<file path="config.mk">
export PLATFORM = sky130hd
export DESIGN_NAME = prv_trap_ctrl
export DESIGN_NICKNAME = d
export VERILOG_FILES = /design/src/rtl/machine_mode_types_pkg.sv /design/src/rtl/prv_cause_encoder.sv /design/src/rtl/prv_trap_ctrl.sv
export SDC_FILE = /design/constraint.sdc
export NUM_CORES = 1
export LEC_CHECK = 0
export BUFFER_PORTS_ARGS = -buffer_cell sky130_fd_sc_hd__clkbuf_2
export CAP_MARGIN = 20
export CORE_ASPECT_RATIO = 1.25
export CORE_MARGIN = 8
export CORE_UTILIZATION = 53
export DETAILED_ROUTE_END_ITERATION = 16
export PLACE_DENSITY = 0.79
export SYNTH_ARGS = -nofsm -noshare
export SYNTH_HDL_FRONTEND = slang
export SYNTH_HIERARCHICAL = 1
export SYNTH_SLANG_ARGS = --single-unit
</file>
<file path="constraint.sdc">
create_clock -name CLK -period 2.9 [get_ports CLK]
set_input_delay 0.58 -clock CLK [delete_from_list [all_inputs] [get_ports CLK]]
set_output_delay 0.58 -clock CLK [all_outputs]
set_load 0.01 [all_outputs]
</file>
<file path="src/rtl/machine_mode_types_pkg.sv">
// rtl/machine_mode_types_pkg.sv - machine-mode trap cause codes shared by the trap controller
package machine_mode_types_pkg;

    typedef enum logic [4:0] {
        EXC_INSN_MAL    = 5'd0,
        EXC_INSN_FAULT  = 5'd1,
        EXC_ILLEGAL     = 5'd2,
        EXC_BREAKPOINT  = 5'd3,
        EXC_LOAD_MAL    = 5'd4,
        EXC_LOAD_FAULT  = 5'd5,
        EXC_STORE_MAL   = 5'd6,
        EXC_STORE_FAULT = 5'd7,
        EXC_ECALL_M     = 5'd11
    } exc_cause_e;

    typedef enum logic [4:0] {
        INT_M_SOFT  = 5'd3,
        INT_M_TIMER = 5'd7,
        INT_M_EXT   = 5'd11
    } int_cause_e;

    function automatic logic [30:0] cause_code(input logic [4:0] c);
        return {26'd0, c};
    endfunction

endpackage

</file>
<file path="src/rtl/prv_cause_encoder.sv">
// rtl/prv_cause_encoder.sv - fixed-priority selection of the winning trap cause
module prv_cause_encoder
    import machine_mode_types_pkg::*;
(
    input  logic        mal_insn_i,
    input  logic        fault_insn_i,
    input  logic        illegal_insn_i,
    input  logic        breakpoint_i,
    input  logic        env_m_i,
    input  logic        mal_l_i,
    input  logic        fault_l_i,
    input  logic        mal_s_i,
    input  logic        fault_s_i,
    input  logic [2:0]  int_pend_i,
    output logic        valid_o,
    output logic        is_int_o,
    output logic [30:0] code_o
);

    logic [4:0] code_sel;

    // Interrupt lines arrive already masked; any exception outranks them.
    always_comb begin
        valid_o  = 1'b1;
        is_int_o = 1'b0;
        code_sel = 5'd0;
        if (mal_insn_i)          code_sel = EXC_INSN_MAL;
        else if (fault_insn_i)   code_sel = EXC_INSN_FAULT;
        else if (illegal_insn_i) code_sel = EXC_ILLEGAL;
        else if (breakpoint_i)   code_sel = EXC_BREAKPOINT;
        else if (env_m_i)        code_sel = EXC_ECALL_M;
        else if (mal_l_i)        code_sel = EXC_LOAD_MAL;
        else if (fault_l_i)      code_sel = EXC_LOAD_FAULT;
        else if (mal_s_i)        code_sel = EXC_STORE_MAL;
        else if (fault_s_i)      code_sel = EXC_STORE_FAULT;
        else begin
            is_int_o = 1'b1;
            if (int_pend_i[2])      code_sel = INT_M_EXT;
            else if (int_pend_i[1]) code_sel = INT_M_SOFT;
            else if (int_pend_i[0]) code_sel = INT_M_TIMER;
            else begin
                valid_o  = 1'b0;
                is_int_o = 1'b0;
            end
        end
        code_o = cause_code(code_sel);
    end

endmodule

</file>
<file path="src/rtl/prv_trap_ctrl.sv">
// rtl/prv_trap_ctrl.sv - machine-mode trap/mret sequencer with pipeline drain and PC redirect
module prv_trap_ctrl
    import machine_mode_types_pkg::*;
(
    input  logic        CLK,
    input  logic        RST,
    input  logic        fault_insn,
    input  logic        mal_insn,
    input  logic        illegal_insn,
    input  logic        fault_l,
    input  logic        mal_l,
    input  logic        fault_s,
    input  logic        mal_s,
    input  logic        breakpoint,
    input  logic        env_m,
    input  logic        timer_int,
    input  logic        soft_int,
    input  logic        ext_int,
    input  logic        pipe_clear,
    input  logic        ret,
    input  logic [31:0] curr_epc,
    input  logic [31:0] curr_epc_p4,
    input  logic [31:0] mtvec,
    input  logic [2:0]  mie_en,
    input  logic        mie_wen,
    input  logic        mie_wdata,
    output logic [31:0] npc,
    output logic        insert_pc,
    output logic        intr,
    output logic [31:0] mepc,
    output logic [31:0] mcause,
    output logic        mstatus_mie,
    output logic        mstatus_mpie
);

    typedef enum logic [1:0] {S_IDLE, S_WAIT_CLEAR, S_INSERT} state_e;

    state_e      state_q, state_d;
    logic        is_ret_q, is_ret_d;
    logic [31:0] cause_q, cause_d;
    logic [31:0] epc_q, epc_d;
    logic [31:0] target_q, target_d;
    logic [31:0] npc_q, mepc_q, mcause_q;
    logic        mie_q, mpie_q;
    logic        event_now, commit;

    logic        enc_valid, enc_is_int;
    logic [30:0] enc_code;
    logic [2:0]  int_pend;
    logic        unused_mtvec_mode;

    assign unused_mtvec_mode = ^mtvec[1:0];
    assign int_pend = {ext_int, soft_int, timer_int} & mie_en & {3{mie_q}};

    prv_cause_encoder u_enc (
        .mal_insn_i     (mal_insn),
        .fault_insn_i   (fault_insn),
        .illegal_insn_i (illegal_insn),
        .breakpoint_i   (breakpoint),
        .env_m_i        (env_m),
        .mal_l_i        (mal_l),
        .fault_l_i      (fault_l),
        .mal_s_i        (mal_s),
        .fault_s_i      (fault_s),
        .int_pend_i     (int_pend),
        .valid_o        (enc_valid),
        .is_int_o       (enc_is_int),
        .code_o         (enc_code)
    );

    always_comb begin
        state_d   = state_q;
        is_ret_d  = is_ret_q;
        cause_d   = cause_q;
        epc_d     = epc_q;
        target_d  = target_q;
        event_now = 1'b0;
        commit    = 1'b0;
        case (state_q)
            S_IDLE: begin
                if (enc_valid || ret) begin
                    event_now = 1'b1;
                    state_d   = S_WAIT_CLEAR;
                    if (enc_valid) begin
                        is_ret_d = 1'b0;
                        cause_d  = {enc_is_int, enc_code};
                        epc_d    = enc_is_int ? curr_epc_p4 : curr_epc;
                        target_d = {mtvec[31:2], 2'b00};
                    end else begin
                        is_ret_d = 1'b1;
                        target_d = mepc_q;
                    end
                end
            end
            S_WAIT_CLEAR: begin
                if (pipe_clear) begin
                    state_d = S_INSERT;
                    commit  = 1'b1;
                end
            end
            S_INSERT: state_d = S_IDLE;
            default:  state_d = S_IDLE;
        endcase
    end

    always_ff @(posedge CLK) begin
        if (RST) begin
            state_q  <= S_IDLE;
            is_ret_q <= 1'b0;
            cause_q  <= '0;
            epc_q    <= '0;
            target_q <= '0;
            npc_q    <= '0;
            mepc_q   <= '0;
            mcause_q <= '0;
            mie_q    <= 1'b0;
            mpie_q   <= 1'b0;
        end else begin
            state_q  <= state_d;
            is_ret_q <= is_ret_d;
            cause_q  <= cause_d;
            epc_q    <= epc_d;
            target_q <= target_d;
            // CSR side effects land on the edge that enters INSERT and override software writes.
            if (commit) begin
                npc_q <= target_q;
                if (is_ret_q) begin
                    mie_q  <= mpie_q;
                    mpie_q <= 1'b1;
                end else begin
                    mepc_q   <= epc_q;
                    mcause_q <= cause_q;
                    mpie_q   <= mie_q;
                    mie_q    <= 1'b0;
                end
            end else if (mie_wen) begin
                mie_q <= mie_wdata;
            end
        end
    end

    // Gated by RST so an abort in INSERT never emits a redirect pulse.
    assign insert_pc    = !RST && (state_q == S_INSERT);
    assign intr         = !RST && ((state_q != S_IDLE) || event_now);
    assign npc          = npc_q;
    assign mepc         = mepc_q;
    assign mcause       = mcause_q;
    assign mstatus_mie  = mie_q;
    assign mstatus_mpie = mpie_q;

endmodule

</file>
### Word level (Yosys, flattened, before mapping)

Cells that the tools add are included.
Widths: inputs -> output; s select.

| word-level totals | value |
|---|---|
| input port bits | 117 |
| word-level logic and storage cells | 76 |
| output and inout port bits | 100 |
| bits in registers | 145 |

| operators by class | value |
|---|---|
| bitwise gates (word level) | 3 |
| eq/ne operators | 4 |
| muxes and demuxes | 47 |
| reductions and logical operators | 12 |

Operators by type and width:

| operator | count |
|---|---|
| $mux 32 | 2 |
| $mux 5 | 11 |
| $mux 1 | 30 |
| $and 3x3->3 | 2 |
| $reduce_and 2->1 | 3 |
| $mux 2 | 2 |
| $ne 2x2->1 const B | 2 |
| $pmux 2 s2 | 1 |
| $reduce_bool 2->1 | 2 |
| $mux 3 | 1 |
| $reduce_and 3->1 | 1 |
| $eq 2x1->1 const B | 1 |
| $eq 2x2->1 const B | 1 |
| $logic_and 1x1->1 | 2 |
| $logic_not 2->1 | 1 |
| $logic_or 1x1->1 | 2 |
| $logic_not 1->1 | 1 |
| $not 1->1 | 1 |

### Logic depth before layout (Yosys ltp)

| depth | value |
|---|---|
| depth in word-level cells | 19 |
| gate-level depth with buffers | 9 |

### By module

Netlist, hierarchy kept.

By module, submodules not included:

| module | area each (sq um) | cells an instance | sequential area each (sq um) | instances |
|---|---|---|---|---|
| prv_trap_ctrl | 7488.4 | 879 | 3943.8 | 1 |
| prv_cause_encoder | 354.1 | 49 | 0.0 | 1 |

### Worst setup path before layout

No wires, ideal clock.

| timing | value |
|---|---|
| path type | in2reg |
| start | input port ext_int |
| end | register target_q[10] |
| setup time | 0.134 ns |
| buffers on the path | 3 |
| cell stages on the path | 9 |
| arrival time | 2.140 ns |
| slack | 0.626 ns |
| required time | 2.766 ns |
| path through | and3_1 > nor3_1 > nand4_1 > buf_4 > or2_2 > clkbuf_1 > buf_2 > a21oi_1 > a211oi_1 |

| between the ends | value |
|---|---|
| word-level cells in the longest chain between the ends | 14 |

RTL lines:

| element | line | RTL |
|---|---|---|
| start: declaration | prv_trap_ctrl.sv:18 | `input logic ext_int,` |
| $and 3x3->3 (*) (2 in series) | prv_trap_ctrl.sv:53 | `assign int_pend = {ext_int, soft_int, timer_int} & mie_en & {3{mie_q}};` |
| $mux 1 (*) | prv_cause_encoder.sv:38 | `if (int_pend_i[2]) code_sel = INT_M_EXT;` |
| $mux 1 (*) | prv_cause_encoder.sv:35 | `else if (fault_s_i) code_sel = EXC_STORE_FAULT;` |
| $mux 1 (*) | prv_cause_encoder.sv:34 | `else if (mal_s_i) code_sel = EXC_STORE_MAL;` |
| $mux 1 (*) | prv_cause_encoder.sv:33 | `else if (fault_l_i) code_sel = EXC_LOAD_FAULT;` |
| $mux 1 (*) | prv_cause_encoder.sv:32 | `else if (mal_l_i) code_sel = EXC_LOAD_MAL;` |
| $mux 1 (*) | prv_cause_encoder.sv:31 | `else if (env_m_i) code_sel = EXC_ECALL_M;` |
| $mux 1 (*) | prv_cause_encoder.sv:30 | `else if (breakpoint_i) code_sel = EXC_BREAKPOINT;` |
| $mux 1 (*) | prv_cause_encoder.sv:29 | `else if (illegal_insn_i) code_sel = EXC_ILLEGAL;` |
| $mux 1 (*) | prv_cause_encoder.sv:28 | `else if (fault_insn_i) code_sel = EXC_INSN_FAULT;` |
| $mux 1 (*) | prv_cause_encoder.sv:27 | `if (mal_insn_i) code_sel = EXC_INSN_MAL;` |
| via enc_valid | prv_trap_ctrl.sv:47 | `logic enc_valid, enc_is_int;` |
| $logic_or 1x1->1 | prv_trap_ctrl.sv:81 | `if (enc_valid \|\| ret) begin` |
| $reduce_and 2->1 (no source line) | - |  |
| end signal: assignment | prv_trap_ctrl.sv:123 | `target_q <= target_d;` |
| end: declaration | prv_trap_ctrl.sv:42 | `logic [31:0] target_q, target_d;` |

Mark *: on every way through the listed nets, which the timed path passes. The rest lies on a longest branch.
A chain may end at the register's enable or synchronous reset.

### Final worst setup path

| timing | value |
|---|---|
| start | register mie_q, in the netlist mstatus_mie |
| end | output port intr |

RTL lines:

| element | line | RTL |
|---|---|---|
| start: declaration | prv_trap_ctrl.sv:44 | `logic mie_q, mpie_q;` |
| start signal: assignment | prv_trap_ctrl.sv:128 | `mie_q <= mpie_q;` |
| start signal: assignment | prv_trap_ctrl.sv:137 | `mie_q <= mie_wdata;` |
| $and 3x3->3 | prv_trap_ctrl.sv:53 |  |
| via int_pend[2] | prv_trap_ctrl.sv:49 | `logic [2:0] int_pend;` |
| $mux 1 | prv_cause_encoder.sv:38 |  |
| $mux 1 | prv_cause_encoder.sv:35 |  |
| $mux 1 | prv_cause_encoder.sv:34 |  |
| $mux 1 | prv_cause_encoder.sv:33 |  |
| $mux 1 | prv_cause_encoder.sv:32 |  |
| $mux 1 | prv_cause_encoder.sv:31 |  |
| [... 2 more ...] | - |  |
| $mux 1 | prv_cause_encoder.sv:28 |  |
| $mux 1 | prv_cause_encoder.sv:27 |  |
| via enc_valid | prv_trap_ctrl.sv:47 |  |
| $logic_or 1x1->1 | prv_trap_ctrl.sv:81 |  |
| $mux 1 | prv_trap_ctrl.sv:81 |  |
| $mux 1 | prv_trap_ctrl.sv:79 | `case (state_q)` |
| $logic_or 1x1->1 | prv_trap_ctrl.sv:144 | `assign intr = !RST && ((state_q != S_IDLE) \|\| event_now);` |
| $logic_and 1x1->1 | prv_trap_ctrl.sv:144 |  |
| end: declaration | prv_trap_ctrl.sv:29 | `output logic intr,` |

The timed path passes the listed nets, and every way through them passes these cells.

==> impl_results.md <==
* Status: finished clean
* Max-cap violations at 0
* Share of cells above drive strength 1 at 24.4%
* Flop and latch count out of synthesis at 197
* Post-CTS Resized at 0
* Pwr Total at 6160 uW
* Peak supply drop at 0.523 mV
* Final non-filler cell total at 1289
* Leading area contributor after synthesis: dfxtp_1
* Top-area cell type share of the netlist area at 50.3%
* Worst-path clk slew at 0.07 ns
* Critical-path top delay cell: dfxtp_1
* Total core area at 0.0144 sq mm
* CTS sink count at 197
* Port bufs at 214
* Commonest non-fill, non-tap cell in the layout: nand2_1
* R2R Path Start: mstatus_mie$_SDFFE_PP0P_
* Worst Hold Class: reg2reg
* Die height at 152 um
* Clock period minus worst slack at 2.74 ns
* Clock buffer depth at 2
* Remaining DRCs at 0
* Area contributors post-synth: dfxtp_1 50%, nand2_1 12%, a21oi_1 11%
* Gr usage total at 20.4%
* Crit-path max FO at 6
* HP Start: target_q[24]$_SDFFE_PP0P_
* Via/cell ratio at 5.19
* Initial antenna violation count at 1
* H-Tree Depth at 4
* First-pass GRT wire length at 32100 um
* Synthesized cell area at 0.00784 sq mm
* Final core utilization at 65.9%
* Pins Over Slew Limit at 0
* CTS Buf Count at 17
* Cell Count Post-Placement at 1258
* Clock root buffer: clkbuf_16
* Critical path endpoint category: primary output
* Final WL at 19900 um
* WHS at 0.450 ns
* Fin Setup TNS at 0 ns
* # hold bufs at CTS at 0
* CTS tree: built
* Hold EP: npc[24]$_SDFFE_PP0P_
* Register area share after synthesis at 50.3%
* Worst slew margin at 54.4%
* Layout Nets at 1216
* DP HPWL at 13900 um
* Mean Syn Cell Area at 8.45 sq um
* Starting Density at 54.4%
* Static leakage at 0.00410 uW
* Largest net degree at the start of global routing at 98
* Initial DRC Count at 587
* Drt pass-1 iters at 6
* CP Cell Sequence: and3_1, nor3_1, nand4_1, nor2_1, a21oi_1, clkbuf_2
* Final Hold Viols at 0
* Crit path DAT at 2.16 ns
* Power Density at 648 mW/mm^2
* Fin Clk Skew at 0.0106 ns
* Fmax at 365 MHz
* Synth warn at 6
* Yosys cell types at 34
* GP Congestion at 0.813
* Finish-stage setup viols at 0
* Peak per-stage delay on the critical path at 0.37 ns
* Vias in the first global route at 6445
* Avg WL per Cell at 15.5 um
* Clk_lat worst skew at 0.42 ns
* Depth of the worst hold-timing path at 2
* Part of the cycle the worst path needs at 94.4%
* Commonest non-fill, non-tap cells in the layout: 259 x nand2_1, 213 x clkbuf_2, 197 x dfxtp_1
* Die Wd at 125 um
* WP data required at 2.32 ns
* Synth Instances at 928
* GRT overflow at 0
* Post-CTS setup buffers at 0
* R2R cell count at 8
* Via count at 6688
* Antenna viol nets, final at 0
* WS Path Type: reg2out
* Crit start category: flop
* Num rows at 49
* N_diodes at 0
* FF-to-FF setup slack at 0.56 ns
* RSZ-0062 raised after global routing: false
* P&R area growth vs syn at 21.1%
* Die ar. at 0.0190 sq mm
* Worst Max-Slew Pin Slew at 0.685 ns
* Worst reg2reg path endpoint: epc_q[19]$_SDFFE_PP0P_
* # IOs at 217
final cells by class:
cell class	instances	area [sq um]
Clock buffer	20	437
Fill cell	1246	4910
Inverter	2	7.51
Clock inverter	11	200
Timing Repair Buffer	230	1230
Sequential cell	197	3940
Tap cell	178	223
Multi-Input combinational cell	651	3450
registers in the layout (all words and copies together) (netlist names):
register	count
cause_q	32
epc_q	32
mcause	32
mepc	32
npc	32
target_q	32
state_q	2
is_ret_q	1
mstatus_mie	1
mstatus_mpie	1
layer usage:
| metal | routed length (um) | GRT usage [%] | vias up |
|---|---|---|---|
| met5 | 9 | 0 | - |
| met3 | 1140 | 5.50 | 43 |
| met1 | 8460 | 24.3 | 3021 |
| met2 | 9700 | 33.2 | 183 |
| met4 | 633 | 9.83 | 2 |
| li1 | - | - | 3439 |
cells in the mapped netlist (all sizes together):
library cell,count
a211o,1
nor2,42
nand3,1
nor4,1
a211oi,62
conb,1
nor3,6
and3b,1
nand4bb,1
o21ai,2
mux2,1
or3b,1
a21oi,166
and3,3
nand4,1
a21boi,1
inv,2
nand3b,1
dfxtp,197
nand4b,2
nand2,259
buf,73
a221o,1
nor4b,1
and4bb,1
nor3b,4
clkbuf,31
a221oi,1
mux2i,62
or2,2
stage by stage:
stage,setup slack (ns),area (sq um)
floorplan,0.626,7940
global route,0.0173,9500
detailed placement,0.328,8860
CTS,0.157,9500
global placement,0.335,8860
finish,0.163,9500
logic make-up (layout without fill, tap and decap cells):
group,Yosys count,count (layout),share of synthesized area (%)
AOI/OAI and AO/OA,234,234,17.2
buffers and inverters,106,263,7.21
DFF,197,197,50.3
muxes,63,63,8.06
other,1,27,0.0478
and+or+nand+nor,327,327,17.2
how the worst max path moves through the flow:
| stage | start | endpoint | slack, ns | cells past startpoint |
|---|---|---|---|---|
| global route | mstatus_mie$_SDFFE_PP0P_ | intr | 0.02 | 6 |
| floorplan | ext_int | target_q[10]$_SDFFE_PP0P_ | 0.63 | 9 |
| CTS | mstatus_mie$_SDFFE_PP0P_ | intr | 0.16 | 6 |
| detailed placement | ext_int | intr | 0.33 | 7 |
| finish | mstatus_mie$_SDFFE_PP0P_ | intr | 0.16 | 6 |
| global placement | ext_int | intr | 0.33 | 7 |
report_power, final:
part | switching (uW) | internal (uW) | leakage, uW
clock | 997 | 1540 | 0.000307
combinational | 397 | 256 | 0.00217
sequential | 95.3 | 2870 | 0.00161
total | 1490 | 4670 | 0.00410
critical path: cells and delay by family (launching register included):
kind | cells | cell delay (ns)
AO/OA/AOI/OAI | 1 | 0.14
buffers and inverters | 1 | 0.14
flip-flops | 1 | 0.37
AND/OR/NAND/NOR | 4 | 1.09
Power figures use the tool's default switching activity.
